--- src/rtl/banner_pkg.sv ---
// banner_pkg
// Shared definitions for the banner flow-control slice: scheduler state
// encoding, the default coordinate counter width and the width of the
// optional stall statistics counter (BANNER_FLOW_STAT_EN builds only).
package banner_pkg;

  localparam int CNT_W_DEF = 16;
  localparam int STAT_W    = 32;

  typedef enum logic [1:0] {
    ST_IDLE  = 2'd0,
    ST_LOAD  = 2'd1,
    ST_RUN   = 2'd2,
    ST_DRAIN = 2'd3
  } state_t;

endpackage

--- src/rtl/banner_xy_counter.sv ---
// banner_xy_counter
// Raster x/y counter for one frame. load latches the frame size as
// terminal values (width-1, height-1) and restarts at (0,0); each inc
// advances one pixel in raster order.
// Ports:
//   clk, reset      clock and synchronous active-low reset
//   load            latch width/height and restart at (0,0)
//   width, height   frame size, sampled only while load is high
//   inc             advance one pixel
//   x, y            coordinate of the next pixel to be issued
//   first, last     next pixel is the first / last of the frame
module banner_xy_counter
  import banner_pkg::*;
#(
  parameter int CNT_W = CNT_W_DEF
) (
  input  logic             clk,
  input  logic             reset,
  input  logic             load,
  input  logic [CNT_W-1:0] width,
  input  logic [CNT_W-1:0] height,
  input  logic             inc,
  output logic [CNT_W-1:0] x,
  output logic [CNT_W-1:0] y,
  output logic             first,
  output logic             last
);

  logic [CNT_W-1:0] w_m1;
  logic [CNT_W-1:0] h_m1;

  // Terminal values are computed once per frame, so the per-pixel compare
  // is a plain equality and the counters can never run past the frame.
  always_ff @(posedge clk) begin
    if (load) begin
      w_m1 <= width - 1'b1;
      h_m1 <= height - 1'b1;
    end
  end

  always_ff @(posedge clk) begin
    if (!reset) begin
      x <= '0;
      y <= '0;
    end else if (load) begin
      x <= '0;
      y <= '0;
    end else if (inc) begin
      if (x == w_m1) begin
        x <= '0;
        y <= (y == h_m1) ? '0 : y + 1'b1;
      end else begin
        x <= x + 1'b1;
      end
    end
  end

  assign first = (x == '0) && (y == '0);
  assign last  = (x == w_m1) && (y == h_m1);

endmodule

--- src/rtl/symbol_delay_data.sv ---
// symbol_delay_data
// Fixed-depth shift register delay line. Every stage shifts on every clock;
// there is no enable, so the output is exactly din delayed N cycles.
// Ports:
//   clk    system clock
//   reset  synchronous active-low reset, clears every stage
//   din    DATA_W-bit input word
//   dout   DATA_W-bit word delayed by N cycles
module symbol_delay_data #(
  parameter int N      = 1,
  parameter int DATA_W = 8
) (
  input  logic              clk,
  input  logic              reset,
  input  logic [DATA_W-1:0] din,
  output logic [DATA_W-1:0] dout
);

  logic [DATA_W-1:0] pipe_p [N];

  // Stage p0 captures din; stage pN-1 drives dout.
  always_ff @(posedge clk) begin
    if (!reset) begin
      for (int i = 0; i < N; i++) pipe_p[i] <= '0;
    end else begin
      pipe_p[0] <= din;
      for (int i = 1; i < N; i++) pipe_p[i] <= pipe_p[i-1];
    end
  end

  assign dout = pipe_p[N-1];

endmodule

--- src/rtl/banner_flow_ctrl.sv ---
// banner_flow_ctrl
// Frame-level read scheduler between the 24-bit sink FIFO and the
// data/mask source FIFO pair. Reads are issued only while the sink has a
// word and both source FIFOs have room; every read is echoed RD_LAT cycles
// later as a write strobe with its pixel coordinate and frame markers.
// Optional build macro: BANNER_FLOW_STAT_EN adds the 32-bit stall_cnt port.
// Ports:
//   clk, reset                 clock, synchronous active-low reset
//   WIDTH, HEIGHT, size_valid  next frame size and its level-valid flag
//   enable                     scheduler enable (honoured between frames)
//   din_almost_empty           sink FIFO cannot supply a word
//   dout_almost_full_data/mask source FIFOs near full
//   dout_rdreq                 read strobe to the sink FIFO
//   data_valid_out             write strobe to the source FIFOs
//   x_out, y_out               coordinate qualified by data_valid_out
//   sof_out, eof_out           first / last pixel of the frame
//   busy                       scheduler is not idle
//   size_err                   sticky: a zero WIDTH or HEIGHT was loaded
//   stall_cnt                  (BANNER_FLOW_STAT_EN) stalled RUN cycles
module banner_flow_ctrl
  import banner_pkg::*;
#(
  parameter int CNT_W  = CNT_W_DEF,
  parameter int RD_LAT = 1
) (
  input  logic             clk,
  input  logic             reset,
  input  logic [CNT_W-1:0] WIDTH,
  input  logic [CNT_W-1:0] HEIGHT,
  input  logic             size_valid,
  input  logic             enable,
  input  logic             din_almost_empty,
  input  logic             dout_almost_full_data,
  input  logic             dout_almost_full_mask,
  output logic             dout_rdreq,
  output logic             data_valid_out,
  output logic [CNT_W-1:0] x_out,
  output logic [CNT_W-1:0] y_out,
  output logic             sof_out,
  output logic             eof_out,
  output logic             busy,
  output logic             size_err
`ifdef BANNER_FLOW_STAT_EN
  ,
  output logic [STAT_W-1:0] stall_cnt
`endif
);

  localparam int DL_W = 3 + 2 * CNT_W;

  state_t           state;
  logic [2:0]       drain_cnt;
  logic             flow_ok;
  logic [CNT_W-1:0] x_cur;
  logic [CNT_W-1:0] y_cur;
  logic             first_cur;
  logic             last_cur;
  logic [DL_W-1:0]  dl_in;
  logic [DL_W-1:0]  dl_out;

  // The read strobe must react in the same cycle the FIFO flags clear, so
  // it is gated combinationally from the registered state.
  assign flow_ok    = !din_almost_empty && !dout_almost_full_data && !dout_almost_full_mask;
  assign dout_rdreq = (state == ST_RUN) && flow_ok;
  assign busy       = (state != ST_IDLE);

  banner_xy_counter #(
    .CNT_W (CNT_W)
  ) u_xy (
    .clk    (clk),
    .reset  (reset),
    .load   (state == ST_LOAD),
    .width  (WIDTH),
    .height (HEIGHT),
    .inc    (dout_rdreq),
    .x      (x_cur),
    .y      (y_cur),
    .first  (first_cur),
    .last   (last_cur)
  );

  always_ff @(posedge clk) begin
    if (!reset) begin
      state     <= ST_IDLE;
      size_err  <= 1'b0;
      drain_cnt <= '0;
    end else begin
      case (state)
        ST_IDLE: begin
          if (enable && size_valid) state <= ST_LOAD;
        end
        ST_LOAD: begin
          if ((WIDTH == '0) || (HEIGHT == '0)) begin
            size_err <= 1'b1;
            state    <= ST_IDLE;
          end else begin
            state <= ST_RUN;
          end
        end
        ST_RUN: begin
          if (dout_rdreq && last_cur) begin
            state     <= ST_DRAIN;
            drain_cnt <= '0;
          end
        end
        ST_DRAIN: begin
          // The last read leaves the delay line on the final DRAIN cycle.
          if (drain_cnt == 3'(RD_LAT - 1)) begin
            state <= (enable && size_valid) ? ST_LOAD : ST_IDLE;
          end else begin
            drain_cnt <= drain_cnt + 3'd1;
          end
        end
        default: state <= ST_IDLE;
      endcase
    end
  end

  // Pixel payload is zeroed on idle cycles so markers never appear
  // without the strobe.
  assign dl_in = {dout_rdreq,
                  dout_rdreq ? x_cur : '0,
                  dout_rdreq ? y_cur : '0,
                  dout_rdreq && first_cur,
                  dout_rdreq && last_cur};

  symbol_delay_data #(
    .N      (RD_LAT),
    .DATA_W (DL_W)
  ) u_delay (
    .clk   (clk),
    .reset (reset),
    .din   (dl_in),
    .dout  (dl_out)
  );

  assign {data_valid_out, x_out, y_out, sof_out, eof_out} = dl_out;

`ifdef BANNER_FLOW_STAT_EN
  always_ff @(posedge clk) begin
    if (!reset) begin
      stall_cnt <= '0;
    end else if (state == ST_LOAD) begin
      stall_cnt <= '0;
    end else if ((state == ST_RUN) && !dout_rdreq && (stall_cnt != '1)) begin
      stall_cnt <= stall_cnt + 32'd1;
    end
  end
`endif

endmodule
--- config.mk ---
export PLATFORM = sky130hd
export DESIGN_NAME = banner_flow_ctrl
export DESIGN_NICKNAME = d
export VERILOG_FILES = /design/src/rtl/banner_pkg.sv /design/src/rtl/banner_xy_counter.sv /design/src/rtl/symbol_delay_data.sv /design/src/rtl/banner_flow_ctrl.sv
export SDC_FILE = /design/constraint.sdc
export NUM_CORES = 1
export LEC_CHECK = 0
export ABC_AREA = 1
export BUFFER_PORTS_ARGS = -buffer_cell sky130_fd_sc_hd__buf_4
export CAP_MARGIN = 20
export CELL_PAD_IN_SITES_DETAIL_PLACEMENT = 1
export CELL_PAD_IN_SITES_GLOBAL_PLACEMENT = 2
export CORE_MARGIN = 4
export CORE_UTILIZATION = 36
export CTS_CLUSTER_SIZE = 20
export DETAILED_ROUTE_END_ITERATION = 12
export HOLD_SLACK_MARGIN = 0.05
export PLACE_DENSITY = 0.93
export SYNTH_ARGS = -nofsm -noshare
export SYNTH_HDL_FRONTEND = slang
export SYNTH_SLANG_ARGS = --single-unit
--- constraint.sdc ---
create_clock -name clk -period 4.64 [get_ports clk]
set_input_delay 0 -clock clk [delete_from_list [all_inputs] [get_ports clk]]
set_output_delay 0 -clock clk [all_outputs]
set_load 0.01 [all_outputs]
==> key figures, run 1 <==
Outcome
  – Outcome: finished clean

Timing
  – Hold Fails Final Rpt: 0
  – Worst Setup Slack, final: 2.29 ns
  – Setup TNS: 0 ns
  – Unrepaired setup endpoints after global routing: no
  – Slew Viols, Final: 0
  – Setup Viol. Count Final: 0
  – Clk_skew: 0.00668 ns
  – Final min period: 2.35 ns
  – Slew @ Worst Pin: 0.995 ns
  – Period utilization: 50.6%
  – Relative slew slack: 33.6%
  – Fmax: 426 MHz

Power
  – Power Internal: 1620 µW
  – Sw frac: 26.9%
  – Seq pwr share: 49.4%
  – Combinational share of power: 15.0%
  – Pwr per Cell Area: 334 nW/µm²
  – Total power: 2210 µW
  – P_leak: 0.00278 µW
  – Peak VDD IR: 0.186 mV
  – Clock share of power: 35.6%
  – Psw: 595 µW

Hold path
  – HP Start: enable
  – Hold endpoint: state[0]
  – Worst Hold Depth: 5
  – Type of the tightest min-delay check: input port to flop

Clock tree
  – Cts bufs inserted: 9
  – Root Driver: clkbuf_16
  – CTS clock-pin slew for the worst setup and hold paths: 0.07 ns
  – Max clock buf depth: 2
  – Worst-Skew Late Latency: 0.35 ns
  – Clk sink count: 105
  – H-tree depth: 3
  – CTS tree: done
  – CTS resizes: 0

Floorplanning
  – Initial Utilization: 37.2%
  – Die Height: 129 µm
  – Core area: 14000 µm²
  – Row cnt: 43
  – Die area: 16500 µm²
  – I/O pin total: 77
  – Die Width: 129 µm

Setup path
  – Worst Path Buf+Inv: 3
  – CP arrival: 2.44 ns
  – Startpoint Class: input port
  – Crit path kind: input port to flop
  – CP top delay family: buffers and inverters
  – Critical Path Fanout Max: 3
  – FF-to-FF End: u_xy.y[6]
  – CP Launch Point: HEIGHT[8]
  – Critical path cell sequence: dlygate4sd3_1 > buf_4 > or2_2 > nor4_1 > nand4_1 > nor3_2 > xor2_1 > dlygate4sd3_1
  – Crit path max-delay cell type: dlygate4sd3_1
  – Flop2flop setup slack: 2.40 ns
  – Critical path's most frequent cell: dlygate4sd3_1
  – CP max stage delay: 0.56 ns
  – FF-to-FF path depth: 9
  – Worst Setup End Kind: flop
  – Critical path depth: 8
  – Crit path required time: 4.73 ns

Detailed routing
  – First-pass detailed-route iteration total: 4
  – Initial DRC count: 222
  – Vias per cell: 4.83
  – Final WL: 15400 µm
  – Final ANT Viol Nets: 0
  – # DRC: 0
  – DR vias: 4729
  – Wirelength per Cell: 15.7 µm

Synthesis
  – Sequential cell area fraction in the yosys report: 46.3%
  – Mean Syn Cell Area: 7.68 µm²
  – Simple-Gate Fraction of Synth Area: 31.8%
  – Mux share of post-synthesis cell area: 0%
  – Combinational family with the most area after synthesis: simple AND/OR/NAND/NOR gates
  – Compound-Gate Fraction of Synth Area: 4.57%
  – Mapped Nets: 729
  – Flop and latch count out of synthesis: 105
  – Top area cells in the synthesized netlist: dfxtp_1, edfxtp_1, nand2_1
  – Synthesized cell area: 5230 µm²
  – Yosys top cell area share: 27.9%
  – YS warnings: 0
  – Instance count of the mapped netlist: 681
  – Library cells used by synthesis: 36
  – Area leader, netlist: dfxtp_1
  – Synth Area in Adders: 2.15%
  – XOR/XNOR Fraction of Synth Area: 7.03%

Global routing
  – First-pass GRT wire length: 25400 µm
  – Grt total ovfl: 0
  – Initial antenna violation count: 0
  – Vias in the first global route: 4901
  – Tot GR Track Use: 19.4%
  – Largest net degree at the start of global routing: 34

Place
  – Hpwl dp: 11800 µm
  – Port Buffer Count: 76
  – Gp weighted congestion: 0.912
  – DP Worst Slack: 2.42 ns

Finish
  – Final nets: 843
  – Most frequent cells in the layout: nand2_1, nor2_1, inv_1
  – Final Util: 47.2%
  – Commonest non-fill, non-tap cell in the layout: nand2_1
  – Area grow syn2layout: 26.7%
  – Diode count: 0
  – Share of layout cells above drive strength 1: 16.0%

Job
  – Maximum capacitance violations: 0
==> area by class of cell <==
type | instances | area, µm²
inverters | 95 | 357
repair buffers | 112 | 928
multi-input cells | 472 | 2390
clock buffers | 12 | 258
flip-flops and latches | 105 | 2420
well taps | 180 | 225
clock inverters | 4 | 50.0
fillers | 1717 | 7420
==> worst max-delay path by stage <==
stage	slack, ns	end
2_1_floorplan	2.04	u_xy.y[1]
3_3_place_gp	2.57	u_xy.x[7]
3_5_place_dp	2.42	u_xy.y[9]
4_1_cts	2.34	u_xy.h_m1[15]
5_1_grt	2.18	drain_cnt[1]
6_report	2.29	u_xy.h_m1[15]
==> metrics by stage <==
stage | cell area (µm²) | hold WS (ns) | cells
global placement | 5970 | 0.266 | 929
floorplan | 5230 | 0.121 | 681
finish | 6630 | 0.0551 | 980
CTS | 6630 | 0.0506 | 980
detailed placement | 5970 | 0.281 | 929
global route | 6630 | 0.0623 | 980
==> synthesized netlist by cell type, drive strengths merged <==
cell type,n
a211oi,3
a21oi,23
buf,8
clkbuf,1
clkinv,1
dfxtp,73
edfxtp,32
ha,9
inv,94
nand2,172
nand3,29
nand3b,2
nand4,15
nor2,126
nor2b,1
nor3,24
nor3b,3
nor4,5
o21ai,12
o21bai,1
o22ai,1
o31ai,2
o41ai,1
or2,1
xnor2,11
xor2,31
==> routing by layer <==
| metal | routed length [µm] | part of all wire (%) | track usage (%) | vias to the layer above |
|---|---|---|---|---|
| met4 | 190 | 1.2 | 5.44 | 0 |
| met2 | 7390 | 48 | 32.8 | 79 |
| met1 | 7240 | 47 | 26.2 | 2259 |
| met5 | 0 | 0 | 0 | - |
| li1 | - | - | - | 2380 |
| met3 | 569 | 3.7 | 2.53 | 11 |
==> registers in the layout, summed over array words and instances (netlist names), named ones only <==
register	flops
size_err	1
state	1
u_xy.w_m1	16
u_xy.x	16
drain_cnt	3
u_xy.y	16
u_delay.pipe_p	35
u_xy.h_m1	16
==> worst reg2reg max path, cell delays in order (launching register included) <==
cell and delay, ns:
dfxtp_1 0.43, nand2_1 0.11, nor2_2 0.10, nand2_2 0.21
nor2_1 0.18, nand3_1 0.43, inv_1 0.29, nand2_2 0.15
nand2_2 0.15, nor3_1 0.07
==> power groups by stage <==
stage                     clock network, µW  registers [µW]  logic, µW
after floorplan                           0            1090        204
after global placement                    0            1110        291
after CTS                               805            1090        331
after global routing                    847            1100        376
final                                   788            1090        332
after detailed placement                  0            1110        307
==> what timing repair did <==
item | CTS | global route
setup buffers | 0 | 0
endpoints found under the setup margin | 0 | 0
hold buffers | 35 | 0
hold endpoints to repair | 33 | 0
==> cells by family (layout without fill, tap and decap cells) <==
logic type	Yosys count	after routing
compound gates	43	43
xor+xnor	42	42
fa+ha+maj	9	9
buf+inv	104	223
flops	105	105
simple gates	378	378
Power figures use the tool's default switching activity.
==> run 2, diff against run 1 <==
--- a/config.mk
+++ b/config.mk
@@ -11,11 +11,11 @@
 export CELL_PAD_IN_SITES_DETAIL_PLACEMENT = 1
 export CELL_PAD_IN_SITES_GLOBAL_PLACEMENT = 2
 export CORE_MARGIN = 4
-export CORE_UTILIZATION = 36
+export CORE_UTILIZATION = 33
 export CTS_CLUSTER_SIZE = 20
 export DETAILED_ROUTE_END_ITERATION = 12
 export HOLD_SLACK_MARGIN = 0.05
-export PLACE_DENSITY = 0.93
+export PLACE_DENSITY = 0.87
 export SYNTH_ARGS = -nofsm -noshare
 export SYNTH_HDL_FRONTEND = slang
 export SYNTH_SLANG_ARGS = --single-unit
==> constraint.sdc (replaced) <==
create_clock -name clk -period 2.3 [get_ports clk]
set_input_delay 0 -clock clk [delete_from_list [all_inputs] [get_ports clk]]
set_output_delay 0 -clock clk [all_outputs]
set_load 0.01 [all_outputs]
==> key figures, run 2 (synthesized netlist as in run 1, its figures left out) <==
Outcome
  – Outcome: finished clean

Setup path
  – Worst Setup End Kind: flop
  – Crit path kind: input port to flop
  – FF-to-FF path depth: 9
  – Crit path required time: 2.40 ns
  – Flop2flop setup slack: 0.33 ns
  – Critical Path Fanout Max: 3
  – CP arrival: 2.20 ns
  – Startpoint Class: input port

Detailed routing
  – Wirelength per Cell: 15.1 µm
  – Vias per cell: 4.63
  – DR vias: 4722
  – # DRC: 0
  – Initial DRC count: 310
  – Final ANT Viol Nets: 0
  – Final WL: 15400 µm
  – First-pass detailed-route iteration total: 4

Power
  – P_leak: 0.00280 µW
  – Peak VDD IR: 0.359 mV
  – Pwr per Cell Area: 639 nW/µm²

Hold path
  – Type of the tightest min-delay check: input port to flop
  – Worst Hold Depth: 3

Finish
  – Diode count: 0
  – Final instance area: 6700 µm²
  – Share of layout cells above drive strength 1: 16.8%
  – Final nets: 851
  – Commonest non-fill, non-tap cell in the layout: nand2_1
  – Largest reg by FF count: u_delay.pipe_p
  – Most frequent cells in the layout: nand2_1, nor2_1, inv_1
  – Area grow syn2layout: 28.1%
  – Number of flip-flops in the largest register: 35

Global routing
  – Tot GR Track Use: 17.9%
  – Initial antenna violation count: 0
  – First-pass GRT wire length: 25600 µm
  – Vias in the first global route: 4937
  – Largest net degree at the start of global routing: 35
  – Grt total ovfl: 0

Clock tree
  – Max clock buf depth: 2
  – CTS tree: done
  – Cts bufs inserted: 9
  – H-tree depth: 3
  – Number of setup buffers added after CTS: 0
  – Worst-Skew Late Latency: 0.36 ns
  – Clk sink count: 105
  – Root Driver: clkbuf_16
  – CTS clock-pin slew for the worst setup and hold paths: 0.07 ns

Timing
  – Relative slew slack: 72.0%
  – Clk_skew: 0.00873 ns
  – Slew Viols, Final: 0
  – Unrepaired setup endpoints after global routing: no
  – Slew @ Worst Pin: 0.416 ns
  – Period utilization: 91.1%
  – Setup TNS: 0 ns
  – Hold Fails Final Rpt: 0
  – Setup Viol. Count Final: 0
  – Fmax: 477 MHz
  – Final min period: 2.10 ns

Floorplanning
  – I/O pin total: 77
  – Die area: 17900 µm²
  – Die Height: 134 µm
  – Row cnt: 45
  – Initial Utilization: 34.0%
  – Die Width: 134 µm
  – Core area: 15400 µm²

Place
  – Placed cell areas: 6050 µm²
  – Hpwl dp: 11900 µm
  – Port Buffer Count: 76
  – Gp weighted congestion: 0.882

Job
  – Maximum capacitance violations: 0
[run 2: cell types whose count changed in the layout (fill, tap and decap cells not counted), sizes merged]
cell,before,now
buf,77,83
clkinv,3,1
dlygate4sd3,35,37
inv,94,96
bufinv,1,0
clkinvlp,1,2
[run 2: stage by stage]
| step | cells | util, % | setup WS (ns) | total power, µW | hold WS, ns |
|---|---|---|---|---|---|
| 2_1_floorplan | 681 | - | 0.327 | 2610 | 0.121 |
| 3_3_place_gp | 966 | 39.4 | 0.416 | 2830 | 0.271 |
| 6_report | 1019 | 43.6 | 0.205 | 4280 | 0.0744 |
| 4_1_cts | 1019 | 43.5 | 0.0813 | 4340 | 0.0614 |
| 3_5_place_dp | 966 | 39.4 | 0.334 | 2860 | 0.277 |
| 5_1_grt | 1019 | 43.6 | 0.0626 | 4510 | 0.0817 |
[run 2: worst max-delay path, cell delays in order]
cell	delay (ns)
dlygate4sd3_1	0.53
buf_4	0.13
or2_2	0.32
nor4_2	0.21
nand4_1	0.21
nor3_2	0.17
xor2_1	0.08
dlygate4sd3_1	0.55
[run 2: power by group]
part	leakage, µW	internal [µW]	switching, µW
combinational	0.00179	256	414
clock	0.000124	737	682
sequential	0.000885	2100	93.1
total	0.00280	3090	1190
[run 2: what timing repair did]
action                     CTS  global route
gates resized for setup      0             2
hold buffers                37             0
setup endpoints to repair    0             2
hold endpoints to repair    35             0
[run 2: cell type report]
class / count / area, µm²
clock inverter: 4 / 27.5
fill: 1894 / 8670
sequential: 105 / 2420
clock buffer: 12 / 236
tap: 211 / 264
inverter: 95 / 357
multi-input combinational: 472 / 2400
timing repair buffer: 120 / 993
[run 2: worst paths after layout]
path / from / to
setup / recovery: HEIGHT[9] / u_xy.h_m1[15]
hold / removal: HEIGHT[12] / u_xy.h_m1[12]
setup reg to reg: flop / u_xy.x[11]
hold reg to reg: size_err / size_err
[run 2: routing by layer]
metal / track usage [%] / vias to the layer above / part of all wire, %
li1: - / 2397 / -
met1: 23.7 / 2212 / 46
met2: 29.7 / 97 / 47
met3: 3.04 / 16 / 5.1
met4: 5.83 / 0 / 1.7
met5: 0 / - / 0
